--- src/rtl/mem_port_arbiter.sv ---
// Arbitrates one backend memory port between instruction fetch and load/store.
// Data wins by default; a bounded data streak guarantees that a waiting fetch is eventually granted.
module mem_port_arbiter #(
    parameter int MAX_DATA_STREAK = 4
) (
    input  logic        clock,
    input  logic        reset,
    input  logic        if_req,
    input  logic [63:0] if_addr,
    input  logic        if_flush,
    output logic [31:0] if_inst,
    output logic        if_valid,
    output logic        if_stall,
    input  logic        mem_req,
    input  logic        mem_we,
    input  logic [63:0] mem_addr,
    input  logic [63:0] mem_wdata,
    input  logic [7:0]  mem_be,
    output logic [63:0] mem_rdata,
    output logic        mem_valid,
    output logic        mem_stall,
    output logic        bus_req,
    output logic        bus_we,
    output logic [63:0] bus_addr,
    output logic [63:0] bus_wdata,
    output logic [7:0]  bus_be,
    input  logic        bus_ack,
    input  logic [63:0] bus_rdata
);

    // state        | meaning
    // S_IDLE       | no backend transaction, grant decided this cycle
    // S_FETCH      | fetch outstanding on the bus
    // S_DATA       | load/store outstanding on the bus
    // S_FETCH_DROP | cancelled fetch outstanding, result discarded on ack
    typedef enum logic [1:0] {
        S_IDLE       = 2'd0,
        S_FETCH      = 2'd1,
        S_DATA       = 2'd2,
        S_FETCH_DROP = 2'd3
    } state_t;

    localparam int SW = $clog2(MAX_DATA_STREAK + 1);
    localparam logic [SW-1:0] STREAK_MAX = SW'(MAX_DATA_STREAK);

    state_t        state, state_next;
    logic [SW-1:0] streak, streak_next;
    logic          grant_data, grant_fetch;
    logic          done_fetch, done_data;
    logic          if_wait, mem_elig;
    logic          fetch_hi;
    logic          unused_addr_bits;

    assign unused_addr_bits = ^{if_addr[1:0], mem_addr[2:0]};

    // A requester whose completion pulse is showing is still holding its old request.
    assign if_wait  = if_req && !if_valid;
    assign mem_elig = mem_req && !mem_valid;

    assign if_stall  = if_req && !if_valid;
    assign mem_stall = mem_req && !mem_valid;

    always_comb begin
        state_next  = state;
        streak_next = streak;
        grant_data  = 1'b0;
        grant_fetch = 1'b0;
        done_fetch  = 1'b0;
        done_data   = 1'b0;
        case (state)
            S_IDLE: begin
                if (mem_elig && (streak < STREAK_MAX || !if_wait)) begin
                    grant_data = 1'b1;
                    state_next = S_DATA;
                    // with a fetch waiting, streak < STREAK_MAX here, so this saturates naturally
                    streak_next = if_wait ? streak + 1'b1 : '0;
                end else if (if_wait && !if_flush) begin
                    grant_fetch = 1'b1;
                    state_next  = S_FETCH;
                    streak_next = '0;
                end
            end
            S_FETCH: begin
                if (bus_ack) begin
                    state_next = S_IDLE;
                    done_fetch = !if_flush;
                end else if (if_flush) begin
                    state_next = S_FETCH_DROP;
                end
            end
            S_DATA: begin
                if (bus_ack) begin
                    state_next = S_IDLE;
                    done_data  = 1'b1;
                end
            end
            S_FETCH_DROP: begin
                if (bus_ack) state_next = S_IDLE;
            end
            default: state_next = S_IDLE;
        endcase
    end

    always_ff @(posedge clock or negedge reset) begin
        if (!reset) begin
            state  <= S_IDLE;
            streak <= '0;
        end else begin
            state  <= state_next;
            streak <= streak_next;
        end
    end

    always_ff @(posedge clock or negedge reset) begin
        if (!reset) begin
            bus_req   <= 1'b0;
            bus_we    <= 1'b0;
            bus_addr  <= '0;
            bus_wdata <= '0;
            bus_be    <= '0;
            fetch_hi  <= 1'b0;
            if_inst   <= '0;
            if_valid  <= 1'b0;
            mem_rdata <= '0;
            mem_valid <= 1'b0;
        end else begin
            if (grant_data) begin
                bus_req   <= 1'b1;
                bus_we    <= mem_we;
                bus_addr  <= {mem_addr[63:3], 3'b000};
                bus_wdata <= mem_wdata;
                bus_be    <= mem_be;
            end else if (grant_fetch) begin
                bus_req   <= 1'b1;
                bus_we    <= 1'b0;
                bus_addr  <= {if_addr[63:3], 3'b000};
                bus_wdata <= '0;
                bus_be    <= 8'h00;
                fetch_hi  <= if_addr[2];
            end else if (state != S_IDLE && bus_ack) begin
                bus_req <= 1'b0;
            end
            if_valid  <= done_fetch;
            mem_valid <= done_data;
            if (done_fetch) if_inst <= fetch_hi ? bus_rdata[63:32] : bus_rdata[31:0];
            if (done_data) mem_rdata <= bus_rdata;
        end
    end

endmodule

--- config.mk ---
export PLATFORM = sky130hd
export DESIGN_NAME = mem_port_arbiter
export DESIGN_NICKNAME = d
export VERILOG_FILES = /design/src/rtl/mem_port_arbiter.sv
export SDC_FILE = /design/constraint.sdc
export NUM_CORES = 1
export LEC_CHECK = 0
export ABC_AREA = 1
export CAP_MARGIN = 20
export CORE_AREA = 2 2 197 199
export CTS_CLUSTER_SIZE = 24
export DETAILED_ROUTE_END_ITERATION = 10
export DIE_AREA = 0 0 199 201
export DONT_BUFFER_PORTS = 1
export GPL_TIMING_DRIVEN = 0
export PLACE_DENSITY_LB_ADDON = 0.2
export SETUP_SLACK_MARGIN = 0.15
export SYNTH_ARGS = -nofsm -noshare
export SYNTH_HDL_FRONTEND = slang
export SYNTH_SLANG_ARGS = --single-unit
export TNS_END_PERCENT = 100
--- constraint.sdc ---
create_clock -name clock -period 1.6 [get_ports clock]
set_input_delay 0.24 -clock clock [delete_from_list [all_inputs] [get_ports clock]]
set_output_delay 0.24 -clock clock [all_outputs]
set_load 0.05 [all_outputs]
---- After elaboration in Yosys (flattened, before gate mapping) ----
Cells that the tools add are included.
storage, ports and cells
  logic and storage cells ................. 70
  input bits .............................. 271
  output and inout bits ................... 238
  flip-flop bits (word level) ............. 242
operators by class
  add/subtract/negate cells ............... 1
  equal/unequal tests ..................... 6
  order comparisons ....................... 1
  reductions and logical operators ........ 19
  mux-type cells .......................... 30
  bitwise gates (word level) .............. 1
operator list
  kind                 number
  $mux 64              4
  $mux 32              1
  $mux 8               2
  $mux 1               14
  $mux 2               5
  $mux 3               3
  $ne 3x3->1 const B   2
  $pmux 2 s3           1
  $reduce_bool 2->1    3
  $logic_and 1x1->1    5
  $eq 2x2->1 const B   2
  $logic_not 1->1      4
  $reduce_and 2->1     2
  $add 3x1->3 const B  1
  $lt 3x3->1 const B   1
  $reduce_and 3->1     1
  $reduce_bool 3->1    1
  $eq 2x1->1 const B   1
  $logic_not 2->1      1
  $ne 2x1->1 const B   1
  $reduce_or 2->1      1
  $logic_or 1x1->1     1
  $not 1->1            1

---- Depth between registers and ports, before layout ----
Gate-level depths: netlist of run 1.
  depth in word-level cells ............... 9
  mapped depth ............................ 9
  gate-level depth less buffers ........... 7

---- Worst setup path after synthesis of run 1 ----
OpenSTA, ideal clock, no wires.
  path kind ............................... flip-flop to flip-flop
  start ................................... reg if_valid
  end ..................................... reg bus_addr[46]
  data required time ...................... 1482 ps
  stages on the path, launching flop included .. 9
  clock period less this slack ............ 1797 ps
  slack ................................... -197 ps
  arrival time ............................ 1680 ps
  buffers on the path ..................... 2
  library setup time ...................... 118 ps
  cells stage by stage .................... dfrtp_1 -> nor2_4 -> nand2_2 -> nand2_1 -> nand2_2 -> buf_4 -> buf_4 -> nand2_1 -> nand2_1
between the ends
  word-level cells in the longest chain between the ends .. 8
  elaborated cells between the ends (all ways) .. 13
  classes of those cells .................. mux (6); reduce/logical (7)
RTL lines
  what                                          RTL line  RTL
  start: declaration                            12        output logic if_valid,
  start signal: assignment                      143       if_valid <= done_fetch;
  $logic_not 1->1 (*)                           -
  $logic_and 1x1->1 (*)                         -
  via if_stall                                  13        output logic if_stall,
  $logic_not 1->1                               72        if (mem_elig && (streak < STREAK_MAX || !if_wait)) begin
  $logic_or 1x1->1                              72
  $logic_and 1x1->1                             72
  $mux 1                                        72
  $mux 1                                        70        case (state)
  $mux 64 or $reduce_bool 2->1 (tied branches)  -
  end signal: assignment                        130       bus_addr <= {mem_addr[63:3], 3'b000};
  end signal: assignment                        136       bus_addr <= {if_addr[63:3], 3'b000};
  end: declaration                              24        output logic [63:0] bus_addr,
The timed path passes the listed nets; every way through them passes the cells marked *.
A chain may end at the register's enable or synchronous reset.

---- Worst setup path in the final report of run 1 ----
  start ................................... reg if_valid
  end ..................................... reg bus_addr[15]
The elaborated chain is that of the path after synthesis.

==> results of run 1 <==
-- path summary, 6_finish.rpt --
check / from / end / slack [ps] / depth (start not counted)
min: reset / if_inst[26]$_DFFE_PN0P_ / -620 / 0
min reg2reg: streak[1]$_DFFE_PN0P_ / streak[1]$_DFFE_PN0P_ / 480 / 2
max reg2reg: if_valid$_DFF_PN0_ / bus_addr[15]$_DFFE_PN0P_ / -400 / 8
max: if_valid$_DFF_PN0_ / bus_addr[15]$_DFFE_PN0P_ / -400 / 8
min in group clock: bus_ack / mem_rdata[38]$_DFFE_PN0P_ / 30 / 4
max in group asynchronous: reset / if_valid$_DFF_PN0_ / 1250 / 0
-- flip-flops by register name, indices dropped and copies added, names as in the netlist, 2 cells and up --
register,count
bus_be,8
if_inst,32
bus_wdata,64
state,2
bus_addr,61
mem_rdata,64
streak,3
-- power groups by stage --
stage	combinational [uW]	clock (uW)	sequential [uW]
2_1_floorplan	5350	0	19700
3_3_place_gp	7000	0	20900
3_5_place_dp	7190	0	20900
4_1_cts	8710	6510	21500
5_1_grt	10500	6790	21800
6_report	9240	6310	21500
-- what timing repair did --
action / in CTS / in global routing
hold endpoints to repair: 475 / 239
endpoints found under the setup margin: 472 / 233
setup buffers: 21 / 5
gates resized for setup: 336 / 88
pin swaps: 7 / 9
gates cloned: 4 / 5
-- per-layer routing --
layer  global-route usage (%)  share of wire [%]  vias up
li1                         -                  -     4688
met1                     22.0                 37     4785
met2                     35.3                 49      455
met3                     7.16                9.6      109
met4                     9.86                4.5        0
met5                        0                  0        -
-- kinds of logic after synthesis --
logic type / after synthesis / synth area share, %
and+or+nand+nor: 670 / 25.9
buffers and inverters: 201 / 8.67
DFF: 239 / 56.9
AOI/OAI and AO/OA: 174 / 8.34
other: 1 / 0.0357
adders and majority gates: 1 / 0.119
-- area by class of cell --
type,instances,area [sq um],area share (%)
Sequential cell,239,6270,38.9
Buffer,85,776,4.82
Multi-Input combinational cell,848,3910,24.2
Timing Repair Buffer,298,3160,19.6
Clock buffer,41,820,5.09
Antenna cell,1,2.50,0.0155
Tap cell,518,648,4.02
Inverter,116,438,2.72
Clock inverter,9,87.6,0.544
-- cells in the final DEF, fill, tap and decap left out, drive strengths merged --
master and instances:
clkbuf 75, bufinv 1, conb 3, inv 116
diode 1, clkinv 7, o21ai 108, dfrtp 239
or2 1, nor2 73, buf 85, dlygate4sd3 263
a21oi 65, ha 1, nand4 62, nand3 7
bufbuf 1, clkinvlp 1, a21boi 1, nand2 527
-- cell usage after synthesis --
master,count,area [sq um]
buf_4,9,67.6
nand2_2,3,18.8
conb_1,1,3.75
buf_6,11,124
clkbuf_1,28,105
a21boi_2,1,11.3
clkbuf_2,1,5.00
or2_2,1,6.26
nand3_4,2,35.0
o21ai_1,43,215
nor2_2,2,12.5
buf_2,31,155
a21oi_1,65,325
buf_1,5,18.8
inv_2,3,11.3
nor2_1,70,263
nand3_1,5,25.0
dfrtp_1,239,5980
nand4_1,62,388
ha_1,1,12.5
nor2_4,1,11.3
inv_1,113,424
nand2_1,524,1970
o21ai_0,65,325
-- metrics by stage --
stage | worst slack [ps] | util, % | hold WS, ps
finish | -396 | 42.3 | -617
floorplan | -39.4 | - | -55.6
detailed placement | -651 | 29.3 | -49.1
CTS | -408 | 41.1 | -652
global route | -485 | 42.3 | -649
global placement | -641 | 29.3 | -48.6
-- worst register-to-register path, cell delays in order (launching register included) --
cell      delay, ps
dfrtp_4         590
nor2_4          470
nand2_2         140
buf_6           160
a21boi_4        140
buf_12          150
buf_6           140
nand2_1          70
nand2_1          70
==> summary.txt, run 1 <==
CTS tree: done
Placement Rows: 72
starting density of the core: 27.6%
Net Sw Frac: 54.3%
WP data arrival: 2470 ps
CP Capture Type: register
Max Clk Rate: 501 MHz
first-pass GRT wire length: 62700 um
CTS Hold Bufs: 263
DR vias: 10.0k
CTS max path bufs: 3
worst-path maximum fanout: 10
gr ovfl total: 0
critical-path cell list: nor2_4 > nand2_2 > buf_6 > a21boi_4 > buf_12 > buf_6 > nand2_1 > nand2_1
Syn Std Cell Area: 10500 sq um
RSZ-0062 raised after global routing: yes
Final setup viols: 148
total die area: 40000 sq um
share of layout cells above drive strength 1: 27.3%
Design Area, Final: 16100 sq um
critical setup path kind: register to register
clk sinks: 239
IO Count: 509
fill cell count: 3715
buffers added on ports: 0
Netlist cell types: 24
register share of total power: 58.0%
Slew headroom: 31.0%
final wirelength: 42600 um
sequential area share after synthesis: 56.9%
Die Ht: 201 um
Routability Congestion: 0.845
failing checks: negative hold slack, negative setup slack
clk_skew: 23.8 ps
crit start category: register
Layout area overhead: 53.3%
Die Span X: 199 um
Hold Violations, Final: 239
Total GRT Usage: 20.4%
pin count of the biggest net entering global routing: 240
WHS: -617 ps
class of the worst hold path: input pin to async pin
Seq cells post-synth: 239
Crit path buffers/inverters: 3
Clock Latency Late Sink: 560 ps
syn_area_per_cell: 8.17 sq um
final max-slew violation count: 0
Final min period: 2000 ps
Int Pwr: 17000 uW
status: finished with violations
Lkg Pwr: 0.00759 uW
post-synthesis cell count: 1286
Total Power: 37100 uW
Final period util: 125%
delay-heaviest family, CP: simple AND/OR/NAND/NOR gates
H-Tree Depth: 1
Req. time, crit path: 2070 ps
Max Cap Viol: 0
post-route ant nets: 0
Slowest cell on crit path: dfrtp_4
drt wl/cell: 19.7 um
placed cells: 1806
Placement Cell Area: 11200 sq um
worst slew pin tran: 1030 ps
warning count from the yosys run: 0
fin nets: 1888
Clock transition at path regs: 60 ps
Inserted Clock Buffers: 28
power density over cell area: 2300 nW/um^2
First-pass DRT Iterations: 5
Clk pwr share: 17.0%
initial antenna violation count: 1
Max IR drop VDD: 1.19 mV
TNS Setup: -49700 ps
Comb pwr share: 24.9%
Root Driver: clkbuf_16
switching pwr: 20100 uW
vias per inst: 4.66
HPWL Detailed: 28900 um
Core Box Area: 38100 sq um
vias in the first global route: 10.5k
Starting DRT DRC Count: 491
non-filler cells, final: 2155
final routed DRC violation total: 0
max incr delay on CP: 590 ps
fin worst setup slack: -396 ps
No activity file was read; power rests on OpenSTA's default activity.
==> run 2: changes to the inputs <==
--- a/config.mk
+++ b/config.mk
@@ -12,7 +12,6 @@
 export DETAILED_ROUTE_END_ITERATION = 10
 export DIE_AREA = 0 0 199 201
 export DONT_BUFFER_PORTS = 1
-export GPL_TIMING_DRIVEN = 0
 export PLACE_DENSITY_LB_ADDON = 0.2
 export SETUP_SLACK_MARGIN = 0.15
 export SYNTH_ARGS = -nofsm -noshare
==> run 2 against run 1 <==
The run still ends with negative hold slack, negative setup slack left. Via count increased by 7.0%. Largest cell class unchanged. Final area grew 18%. Register-to-register slack better by 280 ps. Worst hold slack about the same. Cell count up 1.6%. Non-clock buffer count up 34. Highest routed layer unchanged. Die area unchanged. Fmax is 17% higher. Clock skew decreased by 16 ps. Global-route usage is 1.4 points higher. Critical path depth grew 2.
==> summary.txt, run 2 (synthesis results as in run 1) <==
Routability Congestion: 0.788 (was 0.845)
Max IR drop VDD: 1.61 mV (was 1.19 mV)
initial antenna violation count: 1 (unchanged)
Final period util: 107% (was 125%)
Max Cap Viol: 0 (unchanged)
placed cells: 1757 (was 1806)
Hold Violations, Final: 239 (unchanged)
buffers added on ports: 0 (unchanged)
Clock transition at path regs: 60 ps (about the same)
Placement Rows: 72 (unchanged)
H-Tree Depth: 1 (unchanged)
TNS Setup: -4360 ps (was -49700 ps)
final max-slew violation count: 0 (unchanged)
Final min period: 1710 ps (was 2000 ps)
Clock Latency Late Sink: 550 ps (was 560 ps)
fill cell count: 3295 (was 3715)
Slew headroom: 60.1% (was 31.0%)
worst slew pin tran: 598 ps (was 1030 ps)
Max Clk Rate: 584 MHz (was 501 MHz)
gr ovfl total: 0 (unchanged)
pre-CTS setup slack: 3.63 ps (was -651 ps)
starting density of the core: 27.6% (unchanged)
vias per inst: 4.90 (was 4.66)
failing checks: negative hold slack, negative setup slack (unchanged)
crit start category: register (unchanged)
RSZ-0062 raised after global routing: yes (unchanged)
IO Count: 509 (unchanged)
max incr delay on CP: 420 ps (was 590 ps)
highest-count cells in the layout ignoring fill and taps: nand2_1, dlygate4sd3_1, dfrtp_2, nand2_2, inv_1 (was nand2_1, dlygate4sd3_1, dfrtp_2, inv_1, nand4_1)
Req. time, crit path: 2030 ps (was 2070 ps)
Total GRT Usage: 21.8% (was 20.4%)
share of layout cells above drive strength 1: 45.7% (was 27.3%)
status: finished with violations (unchanged)
HPWL Detailed: 24300 um (was 28900 um)
Root Driver: clkbuf_16 (unchanged)
final routed DRC violation total: 0 (unchanged)
CTS max path bufs: 3 (unchanged)
pin count of the biggest net entering global routing: 240 (unchanged)
clk sinks: 239 (unchanged)
non-filler cells, final: 2190 (was 2155)
Inserted Clock Buffers: 28 (unchanged)
Starting DRT DRC Count: 606 (was 491)
critical setup path kind: register to register (unchanged)
First-pass DRT Iterations: 5 (unchanged)
CTS tree: done (unchanged)
class of the worst hold path: input pin to async pin (unchanged)
Final setup viols: 128 (was 148)
Layout area overhead: 80.7% (was 53.3%)
worst-path maximum fanout: 6 (was 10)
fin nets: 1923 (was 1888)
Slowest cell on crit path: dfrtp_2 (was dfrtp_4)
fin worst setup slack: -113 ps (was -396 ps)
critical-path cell list: nor2_4 > buf_12 > nand3_4 > buf_12 > buf_12 > buf_16 > nand2_2 > nand2_1 > nand2_1 > nand2_1 (was nor2_4 > nand2_2 > buf_6 > a21boi_4 > buf_12 > buf_6 > nand2_1 > nand2_1)
DR vias: 10.7k (was 10.0k)
Die Span X: 199 um (unchanged)
first-pass GRT wire length: 66600 um (was 62700 um)
clk_skew: 7.58 ps (was 23.8 ps)
most common cell after layout, fill and taps aside: nand2_1 (unchanged)
Total Power: 43600 uW (was 37100 uW)
vias in the first global route: 11.0k (was 10.5k)
post-route ant nets: 0 (unchanged)
Die Ht: 201 um (unchanged)
WP data arrival: 2150 ps (was 2470 ps)
Top Registers: bus_wdata: 64 flops, mem_rdata: 64 flops, bus_addr: 61 flops (unchanged)
Lkg Pwr: 0.00870 uW (was 0.00759 uW)
Core Box Area: 38100 sq um (unchanged)
CP Capture Type: register (unchanged)
final wirelength: 48200 um (was 42600 um)
WHS: -617 ps (about the same)
total die area: 40000 sq um (unchanged)
power density over cell area: 2290 nW/um^2 (was 2300 nW/um^2)
drt wl/cell: 22.0 um (was 19.7 um)
-- run 2: repair_timing --
action                                  CTS  global route
gates cloned                             42            13
endpoints found under the setup margin  371           230
hold endpoints to repair                474           240
hold buffers                            262             1
gates resized for setup                 417           365
setup buffers                            46            18
pin swaps                                73           104
-- run 2: area by class of cell --
class / count / area, sq um / share of cell area (%)
Antenna cell: 1 / 2.50 / 0.0132
Clock buffer: 42 / 835 / 4.39
Clock inverter: 8 / 119 / 0.626
Inverter: 116 / 443 / 2.33
Multi-Input combinational cell: 849 / 5080 / 26.8
Sequential cell: 239 / 6270 / 33.0
Tap cell: 518 / 648 / 3.41
Timing Repair Buffer: 417 / 5600 / 29.5
-- run 2: power breakdown --
group          internal [uW]  switching [uW]  leakage (uW)  total, uW
logic                   7680            7580       0.00553      15300
clock network           4060            2600      0.000471       6650
registers               9240           12400       0.00269      21600
-- run 2: final timing paths --
| check | start | endpoint | slack (ps) | cells past startpoint |
|---|---|---|---|---|
| min in group clock | if_flush | state[1]$_DFFE_PN0P_ | 80 | 4 |
| max | mem_valid$_DFF_PN0_ | bus_addr[17]$_DFFE_PN0P_ | -110 | 10 |
| min | reset | if_inst[26]$_DFFE_PN0P_ | -620 | 0 |
| max in group asynchronous | reset | bus_wdata[5]$_DFFE_PN0P_ | 1660 | 0 |
| min reg2reg | streak[1]$_DFFE_PN0P_ | streak[1]$_DFFE_PN0P_ | 490 | 2 |
| max reg2reg | mem_valid$_DFF_PN0_ | bus_addr[17]$_DFFE_PN0P_ | -110 | 10 |
-- run 2: critical path, delay by kind of cell, from the launching register on --
family | cells | cell delay, ps
buffers and inverters | 4 | 600
flip-flops | 1 | 420
AND/OR/NAND/NOR | 6 | 570
-- run 2: per-stage QoR --
| stage | utilization, % | instance area (sq um) |
|---|---|---|
| after floorplan | - | 10500 |
| after global placement | 29.3 | 11200 |
| after detailed placement | 29.3 | 11200 |
| after CTS | 45.6 | 17400 |
| after global routing | 49.9 | 19000 |
| final | 49.9 | 19000 |
-- run 2: routing by layer --
layer / track usage [%] / wire, um / vias to the layer above
met3: 7.90 / 4770 / 120
li1: - / - / 4792
met4: 8.61 / 1730 / 0
met2: 38.0 / 24500 / 559
met1: 23.9 / 17200 / 5264
met5: 0 / 0 / -
==> run 3: changes to the inputs <==
--- a/config.mk
+++ b/config.mk
@@ -12,7 +12,7 @@
 export DETAILED_ROUTE_END_ITERATION = 10
 export DIE_AREA = 0 0 199 201
 export DONT_BUFFER_PORTS = 1
-export PLACE_DENSITY_LB_ADDON = 0.2
+export PLACE_DENSITY = 0.43
 export SETUP_SLACK_MARGIN = 0.15
 export SYNTH_ARGS = -nofsm -noshare
 export SYNTH_HDL_FRONTEND = slang
==> run 3 against run 2 <==
The flow still finishes with violations (negative hold slack, negative setup slack). Register-to-register slack improved by 40 ps. First-iteration DRC count decreased by 21%. Final area decreased by 7.1%. Global-route usage decreased by 1.7 points. Non-clock buffer count decreased by 49. Clock skew increased by 3.5 ps.
==> summary.txt, run 3 (synthesis results as in run 1) <==
status: finished with violations (unchanged)
H-Tree Depth: 1 (unchanged)
worst-path maximum fanout: 10 (was 6)
class of the worst hold path: input pin to async pin (unchanged)
fin nets: 1874 (was 1923)
HPWL Detailed: 24300 um (about the same)
post-route ant nets: 0 (unchanged)
Top Registers: bus_wdata: 64 flops, mem_rdata: 64 flops, bus_addr: 61 flops (unchanged)
clk sinks: 239 (unchanged)
vias per inst: 4.78 (was 4.90)
final routed DRC violation total: 0 (unchanged)
Lkg Pwr: 0.00817 uW (was 0.00870 uW)
most common cell after layout, fill and taps aside: nand2_1 (unchanged)
failing checks: negative hold slack, negative setup slack (unchanged)
CTS Hold Bufs: 263 (was 262)
total die area: 40000 sq um (unchanged)
final wirelength: 43900 um (was 48200 um)
Hold Violations, Final: 239 (unchanged)
Total GRT Usage: 20.1% (was 21.8%)
power density over cell area: 2310 nW/um^2 (was 2290 nW/um^2)
CTS max path bufs: 3 (unchanged)
CP Capture Type: register (unchanged)
Max Clk Rate: 596 MHz (was 584 MHz)
DR vias: 10.3k (was 10.7k)
pre-CTS setup slack: -35.8 ps (was 3.63 ps)
Final Core Density: 46.3% (was 49.9%)
Max Cap Viol: 0 (unchanged)
Die Ht: 201 um (unchanged)
Routability Congestion: 0.772 (was 0.788)
Layout area overhead: 68.0% (was 80.7%)
Inserted Clock Buffers: 29 (was 28)
Root Driver: clkbuf_16 (unchanged)
first-pass GRT wire length: 61900 um (was 66600 um)
critical setup path kind: register to register (unchanged)
Placement Rows: 72 (unchanged)
drt wl/cell: 20.4 um (was 22.0 um)
crit start category: register (unchanged)
Final setup viols: 62 (was 128)
Placement Cell Area: 11200 sq um (about the same)
Max IR drop VDD: 1.42 mV (was 1.61 mV)
Design Area, Final: 17700 sq um (was 19000 sq um)
Core Box Area: 38100 sq um (unchanged)
starting density of the core: 27.6% (unchanged)
CTS tree: done (unchanged)
Slew headroom: 47.9% (was 60.1%)
buffers added on ports: 0 (unchanged)
First-pass DRT Iterations: 5 (unchanged)
IO Count: 509 (unchanged)
Clock Latency Late Sink: 560 ps (was 550 ps)
share of layout cells above drive strength 1: 39.0% (was 45.7%)
worst slew pin tran: 781 ps (was 598 ps)
clk_skew: 11.1 ps (was 7.58 ps)
Req. time, crit path: 2050 ps (was 2030 ps)
TNS Setup: -1670 ps (was -4360 ps)
vias in the first global route: 10.2k (was 11.0k)
Clock transition at path regs: 60 ps (about the same)
Starting DRT DRC Count: 479 (was 606)
pin count of the biggest net entering global routing: 240 (unchanged)
non-filler cells, final: 2145 (was 2190)
gr ovfl total: 0 (unchanged)
initial antenna violation count: 4 (was 1)
highest-count cells in the layout ignoring fill and taps: nand2_1, dlygate4sd3_1, dfrtp_2, inv_1, nand2_2 (was nand2_1, dlygate4sd3_1, dfrtp_2, nand2_2, inv_1)
WP data arrival: 2130 ps (was 2150 ps)
WHS: -620 ps (was -617 ps)
fin worst setup slack: -76.5 ps (was -113 ps)
placed cells: 1759 (was 1757)
Final min period: 1680 ps (was 1710 ps)
RSZ-0062 raised after global routing: yes (unchanged)
Final period util: 105% (was 107%)
Die Span X: 199 um (unchanged)
final max-slew violation count: 0 (unchanged)
==> run 3: changes by cell type in the layout (fill, tap and decap cells not counted), sizes merged, moves of 2 or more <==
| cell | delta |
|---|---|
| buf | -46 |
| clkbuf | -5 |
| diode | +3 |
| bufinv | -2 |
| clkinvlp | +3 |
==> run 3: layer usage <==
metal	GRT usage, %	up-vias	wire, um
met1	22.9	4911	16200
met5	0	-	16
met2	35.3	536	21800
met4	7.30	2	1700
met3	6.05	127	4080
li1	-	4681	-
==> run 3: area by class of cell <==
type	count	area [sq um]
Clock buffer	41	841
Tap cell	518	648
Timing Repair Buffer	368	4690
Sequential cell	239	6260
Multi-Input combinational cell	848	4670
Fill cell	3529	20400
Inverter	116	435
Clock inverter	11	95.1
Antenna cell	4	10.0
==> run 3: worst max-delay path: stages (launching register included) <==
cell,delay [ps]
dfrtp_2,420
nor2_4,180
buf_6,150
buf_12,100
nand3_4,100
buf_12,180
buf_6,170
nand2_1,80
nand2_1,70
nand2_1,60
nand2_1,50
==> run 3: stage by stage <==
| stage | total power [uW] | hold WS, ps |
|---|---|---|
| after floorplan | 25100 | -55.6 |
| after global placement | 27900 | -48.8 |
| after detailed placement | 28000 | -50.7 |
| after CTS | 38700 | -647 |
| after global routing | 42800 | -653 |
| final | 40900 | -620 |
==> run 3: what timing repair did <==
action,CTS,global route
gates resized for setup,253,369
cloned,29,9
endpoints found under the hold margin,474,239
buffers inserted,24,5
setup endpoints to repair,394,295
pin swaps,78,52
==> run 3: where the power goes <==
part           leakage (uW)  total (uW)  switching (uW)  internal (uW)
Combinational       0.00501       12900            6610           6260
Clock              0.000456        6470            2670           3800
Sequential          0.00270       21500           12300           9230
Total               0.00817       40900           21600          19300
==> run 3: final timing paths <==
path	depth (start not counted)	end	start	slack [ps]
setup / recovery	10	bus_addr[11]$_DFFE_PN0P_	mem_valid$_DFF_PN0_	-80
hold / removal	0	mem_rdata[59]$_DFFE_PN0P_	reset	-620
setup reg to reg	10	bus_addr[11]$_DFFE_PN0P_	mem_valid$_DFF_PN0_	-80
hold reg to reg	2	bus_wdata[60]$_DFFE_PN0P_	bus_wdata[60]$_DFFE_PN0P_	490
max in group asynchronous	0	bus_addr[30]$_DFFE_PN0P_	reset	1510
min in group clock	3	if_valid$_DFF_PN0_	if_flush	50
